`src/rtl/alu_operand_pipe_if.sv`:
```
// Valid/ready request and result-side bundle between the operand pipe, its
// producer (master) and the ALU-side consumer.
interface alu_operand_pipe_if #(
  parameter int unsigned W1  = 8,
  parameter int unsigned W2  = 32,
  parameter int unsigned OPW = 3
);
  logic           in_valid;
  logic           in_ready;
  logic [W1-1:0]  in_num1;
  logic [W2-1:0]  in_num2;
  logic [OPW-1:0] in_op;
  logic           out_valid;
  logic           out_ready;
  logic [W1-1:0]  out_num1;
  logic [W2-1:0]  out_num2;
  logic [OPW-1:0] out_op;
  logic           out_rsvd;

  modport master (
    output in_valid, in_num1, in_num2, in_op, out_ready,
    input  in_ready, out_valid, out_num1, out_num2, out_op, out_rsvd
  );

  modport slave (
    input  in_valid, in_num1, in_num2, in_op, out_ready,
    output in_ready, out_valid, out_num1, out_num2, out_op, out_rsvd
  );
endinterface

```
`src/rtl/alu_operand_pipe.sv`:
```
// STAGES-deep valid/ready operand pipeline feeding the ALU, with global stall,
// flush, bubble collapse and reserved-opcode tagging.
module alu_operand_pipe #(
  parameter int unsigned STAGES = 4,
  parameter int unsigned W1     = 8,
  parameter int unsigned W2     = 32,
  parameter int unsigned OPW    = 3
) (
  input  logic                 clk,
  input  logic                 rst_n,
  alu_operand_pipe_if.slave    bus,
  input  logic                 stall,
  input  logic                 flush,
  output logic [3:0]           occupancy
);

  logic [STAGES-1:0] v;
  logic [STAGES-1:0] rdy;
  logic [W1-1:0]     n1   [STAGES];
  logic [W2-1:0]     n2   [STAGES];
  logic [OPW-1:0]    op   [STAGES];
  logic              rsvd [STAGES];

  // A slot can take new data if it is empty or its occupant moves on this cycle.
  always_comb begin
    rdy = '0;
    rdy[STAGES-1] = !v[STAGES-1] | bus.out_ready;
    for (int unsigned k = STAGES - 1; k > 0; k--) begin
      rdy[k-1] = !v[k-1] | rdy[k];
    end
  end

  always_comb begin
    occupancy = '0;
    for (int unsigned k = 0; k < STAGES; k++) begin
      occupancy = occupancy + 4'(v[k]);
    end
  end

  assign bus.in_ready  = rdy[0] & !stall & !flush;
  assign bus.out_valid = v[STAGES-1] & !stall;
  assign bus.out_num1  = n1[STAGES-1];
  assign bus.out_num2  = n2[STAGES-1];
  assign bus.out_op    = op[STAGES-1];
  assign bus.out_rsvd  = rsvd[STAGES-1];

  always_ff @(posedge clk) begin
    if (!rst_n) begin
      v <= '0;
      for (int unsigned k = 0; k < STAGES; k++) begin
        n1[k]   <= '0;
        n2[k]   <= '0;
        op[k]   <= '0;
        rsvd[k] <= 1'b0;
      end
    end else if (flush) begin
      v <= '0;
    end else if (!stall) begin
      // Slot 0 takes in_valid directly: when rdy[0] holds here, in_ready is 1.
      if (rdy[0]) begin
        v[0]    <= bus.in_valid;
        n1[0]   <= bus.in_num1;
        n2[0]   <= bus.in_num2;
        op[0]   <= bus.in_op;
        rsvd[0] <= bus.in_op[2] & bus.in_op[1];
      end
      for (int unsigned k = 1; k < STAGES; k++) begin
        if (rdy[k]) begin
          v[k]    <= v[k-1];
          n1[k]   <= n1[k-1];
          n2[k]   <= n2[k-1];
          op[k]   <= op[k-1];
          rsvd[k] <= rsvd[k-1];
        end
      end
    end
  end

endmodule

```
`src/flat_wrapper.sv`:
```
// flat-port wrapper written by rule: the top's interface ports become plain ports
module alu_operand_pipe_flat 
#(
  parameter int unsigned STAGES = 4,
  parameter int unsigned W1     = 8,
  parameter int unsigned W2     = 32,
  parameter int unsigned OPW    = 3
)
  (clk, rst_n, stall, flush, occupancy, bus_in_valid, bus_in_num1, bus_in_num2, bus_in_op, bus_out_ready, bus_in_ready, bus_out_valid, bus_out_num1, bus_out_num2, bus_out_op, bus_out_rsvd);
  alu_operand_pipe_if #(.W1(W1), .W2(W2), .OPW(OPW)) bus_i ();
  input  logic clk;
  input  logic rst_n;
  input  logic stall;
  input  logic flush;
  output logic [3:0] occupancy;
  input wire logic [$bits(bus_i.in_valid)-1:0] bus_in_valid;
  input wire logic [$bits(bus_i.in_num1)-1:0] bus_in_num1;
  input wire logic [$bits(bus_i.in_num2)-1:0] bus_in_num2;
  input wire logic [$bits(bus_i.in_op)-1:0] bus_in_op;
  input wire logic [$bits(bus_i.out_ready)-1:0] bus_out_ready;
  output wire logic [$bits(bus_i.in_ready)-1:0] bus_in_ready;
  output wire logic [$bits(bus_i.out_valid)-1:0] bus_out_valid;
  output wire logic [$bits(bus_i.out_num1)-1:0] bus_out_num1;
  output wire logic [$bits(bus_i.out_num2)-1:0] bus_out_num2;
  output wire logic [$bits(bus_i.out_op)-1:0] bus_out_op;
  output wire logic [$bits(bus_i.out_rsvd)-1:0] bus_out_rsvd;
  assign bus_i.in_valid = bus_in_valid;
  assign bus_i.in_num1 = bus_in_num1;
  assign bus_i.in_num2 = bus_in_num2;
  assign bus_i.in_op = bus_in_op;
  assign bus_i.out_ready = bus_out_ready;
  assign bus_in_ready = bus_i.in_ready;
  assign bus_out_valid = bus_i.out_valid;
  assign bus_out_num1 = bus_i.out_num1;
  assign bus_out_num2 = bus_i.out_num2;
  assign bus_out_op = bus_i.out_op;
  assign bus_out_rsvd = bus_i.out_rsvd;
  alu_operand_pipe #(.STAGES(STAGES), .W1(W1), .W2(W2), .OPW(OPW)) u_core (.clk(clk), .rst_n(rst_n), .bus(bus_i), .stall(stall), .flush(flush), .occupancy(occupancy));
endmodule
```
`config.mk`:
```
export PLATFORM = sky130hd
export DESIGN_NAME = alu_operand_pipe_flat
export DESIGN_NICKNAME = d
export VERILOG_FILES = /design/src/rtl/alu_operand_pipe_if.sv /design/src/rtl/alu_operand_pipe.sv /design/src/flat_wrapper.sv
export SDC_FILE = /design/constraint.sdc
export NUM_CORES = 1
export LEC_CHECK = 0
export CAP_MARGIN = 20
export CORE_MARGIN = 1.5
export CORE_UTILIZATION = 35
export DETAILED_ROUTE_END_ITERATION = 12
export GPL_TIMING_DRIVEN = 0
export PLACE_DENSITY = 0.64
export SLEW_MARGIN = 20
export SYNTH_ARGS = -nofsm -noshare
export SYNTH_HDL_FRONTEND = slang
export SYNTH_SLANG_ARGS = --single-unit
```
`constraint.sdc`:
```
create_clock -name clk -period 6.8 [get_ports clk]
set_input_delay 0.68 -clock clk [delete_from_list [all_inputs] [get_ports clk]]
set_output_delay 0.68 -clock clk [all_outputs]
set_load 0.02 [all_outputs]
```
## Word level (Yosys, flattened, before mapping)

Memories as Yosys holds them, arrays and structs flattened.
Index checks and enable logic that the tools add are counted.

- Bits in registers: 4
- Latch bits: 0
- Bits in writable memories: 176
- ROM bits: 0
- Memories kept: 4

Memory list:

| name | words | bits a word | read ports | clocked after memory_dff | wr ports | RTL line | source |
|---|---|---|---|---|---|---|---|
| u_core.n2 | 4 | 32 | 4 | 0 | 4 | alu_operand_pipe.sv:20 | `logic [W2-1:0] n2 [STAGES];` |
| u_core.n1 | 4 | 8 | 4 | 0 | 4 | alu_operand_pipe.sv:19 | `logic [W1-1:0] n1 [STAGES];` |
| u_core.op | 4 | 3 | 4 | 0 | 4 | alu_operand_pipe.sv:21 | `logic [OPW-1:0] op [STAGES];` |
| u_core.rsvd | 4 | 1 | 4 | 0 | 4 | alu_operand_pipe.sv:22 | `logic rsvd [STAGES];` |

- Add/sub/neg operators: 3
- $mul: 0
- Divide/modulo/power cells: 0
- Magnitude comparators: 0
- Eq/ne operators: 0
- Shift-type cells: 0
- Muxes and demuxes: 37
- Bitwise operators: 26
- Reduce and logical (&&, ||, !) cells: 11

Operators by type and width:

| operator | number |
|---|---|
| 32-bit 2-to-1 mux | 4 |
| 8-bit 2-to-1 mux | 4 |
| 1-bit 2-to-1 mux | 25 |
| 1-bit bitwise OR | 20 |
| 3-bit 2-to-1 mux | 4 |
| 4-bit by 1-bit adder with 4-bit output | 2 |
| 2-bit AND reduction | 4 |
| 1-bit zero test | 6 |
| 1-bit AND | 4 |
| 1-bit by 1-bit adder with 2-bit output | 1 |
| 1-bit inverter | 2 |
| 2-bit OR reduction | 1 |

## Depth between registers and ports, before layout

Gate-level depths: netlist (run 1).

- Depth after elaboration: 11
- Mapped depth: 5
- Mapped depth without buffers: 3

## Least setup slack after synthesis (run 1)

OpenSTA, ideal clock, no wires.

- Kind: input-to-reg
- From: input flush
- To: memory u_core.n1[3][0], enable pin
- Library setup time: 0.506 ns
- Arrival: 4.138 ns
- Path slack: 2.155 ns
- Stages on the path: 2
- Path buffers: 0
- Cell sequence: or2_2 -> o21ai_0

RTL lines:

| element | RTL line | source |
|---|---|---|
| start: declaration | flat_wrapper.sv:14 | `input logic flush;` |
| end: declaration | alu_operand_pipe.sv:19 |  |

## Final worst setup path (run 1)

- From: input bus_out_ready
- To: output bus_in_ready

- Cells in the longest elaborated chain, start to end: 6

Ends and longest elaborated chain:

| element | RTL line | source |
|---|---|---|
| start: declaration | flat_wrapper.sv:20 | `input wire logic [$bits(bus_i.out_ready)-1:0] bus_out_ready;` |
| 1-bit bitwise OR | alu_operand_pipe.sv:27 | `rdy[STAGES-1] = !v[STAGES-1] \| bus.out_ready;` |
| 1-bit bitwise OR (3 in a row) | alu_operand_pipe.sv:29 | `rdy[k-1] = !v[k-1] \| rdy[k];` |
| 1-bit AND (2 in a row) | alu_operand_pipe.sv:40 | `assign bus.in_ready = rdy[0] & !stall & !flush;` |
| end: declaration | flat_wrapper.sv:21 | `output wire logic [$bits(bus_i.in_ready)-1:0] bus_in_ready;` |

No other way between the ends.

==> out/qor.csv, run 1 <==
stage,metric,value,unit
timing,timing.final.crit_share,48.7,%
timing,worstMarginPinSlew,615,ps
worst_setup_path,critPathKind,in -> out,
floorplan,die_h,146,um
drt,drc,0,
drt,vias_per_cell,3.91,
timing,layout_min_cycle_time,3310,ps
timing,worst_slack,3490,ps
synth,syn-num-nets,500,
layout,layout_commonest_cell,edfxtp_1,
synth,yosysTopAreaCellShare,73.1,%
floorplan,core_area,19700,um2
synth,netlist_area,7110,um2
clock_network,cts_sinks,180,
worst_setup_path,worstSetupStartpointType,input port,
worst_setup_path,path_max_fanout,7,
grt,track_usage,10.2,%
drt,dr.pass1.iters,4,
grt,grt_overflow,0,
grt,antenna_found_initial,0,
timing,rsz0062_at_grt,no,
drt,ant_nets,0,
clock_network,htree_levels,4,
power_and_ir_drop,power_density,259,nW/um2
layout,diodes,0,
layout,layout_common_cells,"173 x edfxtp_1, 143 x and2_1, 97 x clkdlybuf4s50_1",
placement,place_ws,3510,ps
synth,synth.ff_latch_count,180,
clock_network,path_clk_slew,60,ps
worst_setup_path,critPathRequiredTime,6120,ps
drt,routed_wl,10.2,mm
timing,fin_setup_tns,0,ps
clock_network,holdBufCountCts,0,
placement,place.gp.congestion,0.727,
synth,syn_inst,448,
timing,finalSetupViolations,0,
floorplan,die_x,146,um
drt,vias,3308,
timing,relSlewSlack,58.9,%
clock_network,clk_path_buf_depth,2,
clock_network,cts_tree,built,
worst_hold_path,hold_path.class,reg -> reg,
layout,drive_above_1_share,21.2,%
placement,portBuffers,97,
clock_network,cts_root_buf,clkbuf_16,
synth,ys_seq_area_share,75.0,%
timing,fmax,0.302,GHz
timing,fin_skew,5.86,ps
synth,yosysWarnings,0,
floorplan,start_util,36.1,%
power_and_ir_drop,p_leak,0.00347,uW
clock_network,post_cts_resized,0,
synth,ys_top_cells_by_area,"edfxtp_1 73%, and2_1 13%, buf_4 3.5%",
placement,dp_hpwl,7.77,mm
power_and_ir_drop,vdd_ir_drop_max,0.175,mV
worst_setup_path,cp-end-kind,output pin,
timing,slew_viol_final,0,
grt,grt_pass1_wl,16.9,mm
floorplan,rows,51,
clock_network,clkLatencyLatePin,410,ps
clock_network,post_cts_buffers,0,
status,outcome,completed,
timing,hold_viol,0,
layout,syn2layout_area_growth,27.9,%
grt,grt_max_degree,37,
synth,syn_avg_cell_area,15.9,um2
worst_setup_path,cp.arrival,2630,ps
synth,synth_cell_type_count,29,
layout,nets,620,
floorplan,io_pins,99,
drt,wl_per_cell,12.0,um
drt,dr.first_iter.drc_count,204,
synth,yosysTopAreaCell,edfxtp_1,
floorplan,die_area,21200,um2
clock_network,numCtsBuffers,17,
grt,grt_pass1_vias,3326,
flow_run,maxCapViolCount,0,
## where the power goes
part / switching, uW / leakage [uW] / internal [uW]
Sequential: 15.8 / 0.00189 / 1290
Clock: 382 / 0.000261 / 500
Combinational: 77.5 / 0.00132 / 88.5
Total: 476 / 0.00347 / 1870
## path summary, 6_finish.rpt
kind,from,to,slack (ps),cells past startpoint
max,bus_out_ready,bus_in_ready,3490,5
min,u_core.rsvd[2],u_core.rsvd[2],470,2
max reg2reg,u_core.v[2],u_core.n2[0][19],4830,5
min reg2reg,u_core.rsvd[2],u_core.rsvd[2],470,2
## cell type report
type,instances,area [um2]
tap,265,332
multi-input combinational,215,1470
clock inverter,14,111
inverter,2,7.51
timing repair buffer,101,1070
buffer,51,337
clock buffer,18,429
fill,1706,10600
sequential,180,5340
## critical path, cell delays in order
cell	delay, ps
clkdlybuf4s50_1	530
and3b_1	190
buf_2	190
a31oi_1	350
clkdlybuf4s50_1	690
## kinds of logic (layout without fill, tap and decap cells)
logic type	Yosys count	after routing	synth area share (%)
fa+ha+maj	3	3	0.633
buf+inv	53	186	4.84
simple gates	193	193	17.9
flops	180	180	75.0
other cells	1	1	0.0527
mux	1	1	0.141
compound gates	17	17	1.44
## state kept, by name (all words and copies together), names as in the netlist
name and cells:
u_core.op 12, u_core.v 4, u_core.rsvd 4, u_core.n1 32, u_core.n2 128
## layer usage
metal	up-vias	part of all wire [%]	global-route usage, %
met1	1459	48	13.4
met2	85	45	15.3
met5	-	0	0
li1	1752	-	-
met3	12	4.9	3.39
met4	0	1.5	4.44
## stage by stage
| stage | area [um2] | power (uW) | hold WS, ps | util, % | cells |
|---|---|---|---|---|---|
| after floorplan | 7110 | 1410 | 442 | - | 448 |
| after global placement | 8410 | 1490 | 461 | 42.7 | 810 |
| after detailed placement | 8550 | 1500 | 473 | 43.4 | 814 |
| after CTS | 9090 | 2370 | 482 | 46.1 | 846 |
| after global routing | 9090 | 2440 | 494 | 46.1 | 846 |
| final | 9090 | 2350 | 475 | 46.1 | 846 |
## cell usage after synthesis, drive strengths merged
| cell type | count |
|---|---|
| o21ai | 9 |
| dfxtp | 7 |
| nand3 | 1 |
| and2 | 173 |
| buf | 34 |
| edfxtp | 173 |
| a21oi | 6 |
| a31oi | 2 |
| mux2i | 1 |
| or2b | 2 |
| clkbuf | 17 |
| nand2b | 4 |
| nor2b | 2 |
| nand3b | 2 |
| nor2 | 4 |
| and4b | 1 |
| and3b | 1 |
| ha | 2 |
| inv | 2 |
| conb | 1 |
| or3b | 1 |
| or2 | 1 |
| fa | 1 |
| nand2 | 1 |
No activity file was read; power rests on OpenSTA's default activity.
==> run 2, diff against run 1 <==
==> constraint.sdc (replaced) <==
create_clock -name clk -period 3.4 [get_ports clk]
set_input_delay 0.34 -clock clk [delete_from_list [all_inputs] [get_ports clk]]
set_output_delay 0.34 -clock clk [all_outputs]
set_load 0.02 [all_outputs]
==> out/qor.csv, run 2 (synthesized netlist as in run 1, its figures left out) <==
stage,metric,value,unit
status,outcome,completed,
timing,relSlewSlack,58.7,%
drt,dr.pass1.iters,4,
clock_network,cts_tree,built,
floorplan,core_area,19700,um2
layout,largest_register,u_core.n2,
clock_network,clkLatencyLatePin,410,ps
power_and_ir_drop,power.switching,949,uW
floorplan,io_pins,99,
clock_network,post_cts_resized,0,
drt,dr.first_iter.drc_count,242,
timing,layout_min_cycle_time,2820,ps
flow_run,maxCapViolCount,0,
clock_network,numCtsBuffers,17,
placement,portBuffers,97,
timing,finalSetupViolations,0,
power_and_ir_drop,pwr-share-comb,6.8,%
grt,grt_max_degree,37,
worst_setup_path,slowest_stage,clkdlybuf4s50_1,
layout,nets,620,
timing,fin_skew,8.61,ps
timing,worstMarginPinSlew,617,ps
worst_setup_path,cp.arrival,2480,ps
floorplan,die_h,146,um
worst_setup_path,critPathRequiredTime,3060,ps
worst_setup_path,slowest_delay,590,ps
placement,place_area,8550,um2
timing,timing.final.crit_share,83.0,%
worst_setup_path,cp_top_family,adder cells,
clock_network,htree_levels,4,
timing,hold_viol,0,
power_and_ir_drop,clkPwrFrac,39.5,%
grt,grt_pass1_wl,16.9,mm
drt,vias,3341,
power_and_ir_drop,swShare,19.6,%
drt,routed_wl,10.2,mm
timing,fmax,0.354,GHz
timing,slew_viol_final,0,
layout,diodes,0,
power_and_ir_drop,vdd_ir_drop_max,0.390,mV
layout,largest_reg_flops,128,
drt,wl_per_cell,12.1,um
worst_setup_path,path_max_fanout,6,
layout,syn2layout_area_growth,28.6,%
power_and_ir_drop,power_density,531,nW/um2
power_and_ir_drop,p_total,4850,uW
worst_hold_path,hold_path.class,reg -> reg,
layout,layout_common_cells,"173 x edfxtp_1, 143 x and2_1, 97 x clkdlybuf4s50_1",
grt,antenna_found_initial,0,
floorplan,die_area,21200,um2
timing,fin_setup_tns,0,ps
layout,drive_above_1_share,21.2,%
power_and_ir_drop,power_frac_seq,53.7,%
layout,fin_area,9140,um2
worst_setup_path,crit_buf_inv,1,
clock_network,clk_path_buf_depth,2,
timing,rsz0062_at_grt,no,
floorplan,rows,51,
worst_hold_path,hold_depth,2,
layout,top_regs,"u_core.n2 x128, u_core.n1 x32, u_core.op x12",
worst_setup_path,path_cells,"ha_1, fa_1, ha_1, clkdlybuf4s50_1",
floorplan,start_util,36.1,%
drt,ant_nets,0,
worst_setup_path,ff2ff_path_depth,5,
grt,grt_pass1_vias,3411,
placement,post-place-cells,814,
drt,vias_per_cell,3.95,
layout,layout_commonest_cell,edfxtp_1,
power_and_ir_drop,p_int,3900,uW
worst_setup_path,cp_common_cell,ha_1,
placement,place.gp.congestion,0.721,
clock_network,cts_sinks,180,
worst_setup_path,worstSetupStartpointType,flop,
worst_setup_path,critPathKind,reg -> out,
clock_network,holdBufCountCts,0,
floorplan,die_x,146,um
layout,final_cells,846,
power_and_ir_drop,p_leak,0.00350,uW
worst_setup_path,crit_cells,4,
clock_network,post_cts_buffers,0,
clock_network,cts_root_buf,clkbuf_16,
placement,dp_hpwl,7.83,mm
worst_setup_path,cp-end-kind,output pin,
grt,track_usage,10.2,%
drt,drc,0,
grt,grt_overflow,0,
clock_network,path_clk_slew,60,ps
run 2: layer usage:
metal | vias up | track usage [%] | share of wire, %
met4 | 0 | 5.26 | 2.3
met3 | 16 | 3.23 | 4.2
met5 | - | 0 | 0
met1 | 1499 | 12.9 | 48
met2 | 71 | 15.8 | 46
li1 | 1755 | - | -
run 2: stage by stage:
stage | utilization (%) | hold slack, ps | worst slack (ps)
2_1_floorplan | - | 442 | 279
3_3_place_gp | 42.7 | 462 | -693
3_5_place_dp | 43.4 | 472 | 741
4_1_cts | 46.4 | 480 | 558
5_1_grt | 46.4 | 512 | 505
6_report | 46.4 | 478 | 577
run 2: worst paths after layout:
path                        from               end  slack [ps]
setup / recovery     u_core.v[1]      occupancy[1]         580
hold / removal    u_core.rsvd[1]    u_core.rsvd[2]         480
setup reg to reg     u_core.v[2]  u_core.n2[0][11]        1380
hold reg to reg   u_core.rsvd[1]    u_core.rsvd[2]         480
run 2: power groups by stage:
| stage | combinational (uW) | sequential [uW] | clock [uW] |
|---|---|---|---|
| after floorplan | 158 | 2660 | 0 |
| after global placement | 307 | 2660 | 0 |
| after detailed placement | 338 | 2650 | 0 |
| after CTS | 339 | 2610 | 1950 |
| after global routing | 359 | 2620 | 2050 |
| final | 332 | 2600 | 1910 |
run 2: area by class of cell:
| class | count | area [um2] |
|---|---|---|
| Clock inverter | 14 | 161 |
| Clock buffer | 18 | 429 |
| Sequential cell | 180 | 5340 |
| Fill cell | 1695 | 10600 |
| Inverter | 2 | 7.51 |
| Buffer | 51 | 337 |
| Multi-Input combinational cell | 215 | 1470 |
| Tap cell | 265 | 332 |
| Timing Repair Buffer | 101 | 1070 |
run 2: worst reg2reg max path: stages (launching register included):
cell,delay [ps]
dfxtp_1,350
and3b_1,190
buf_2,180
a31oi_1,410
or2b_2,330
buf_12,240
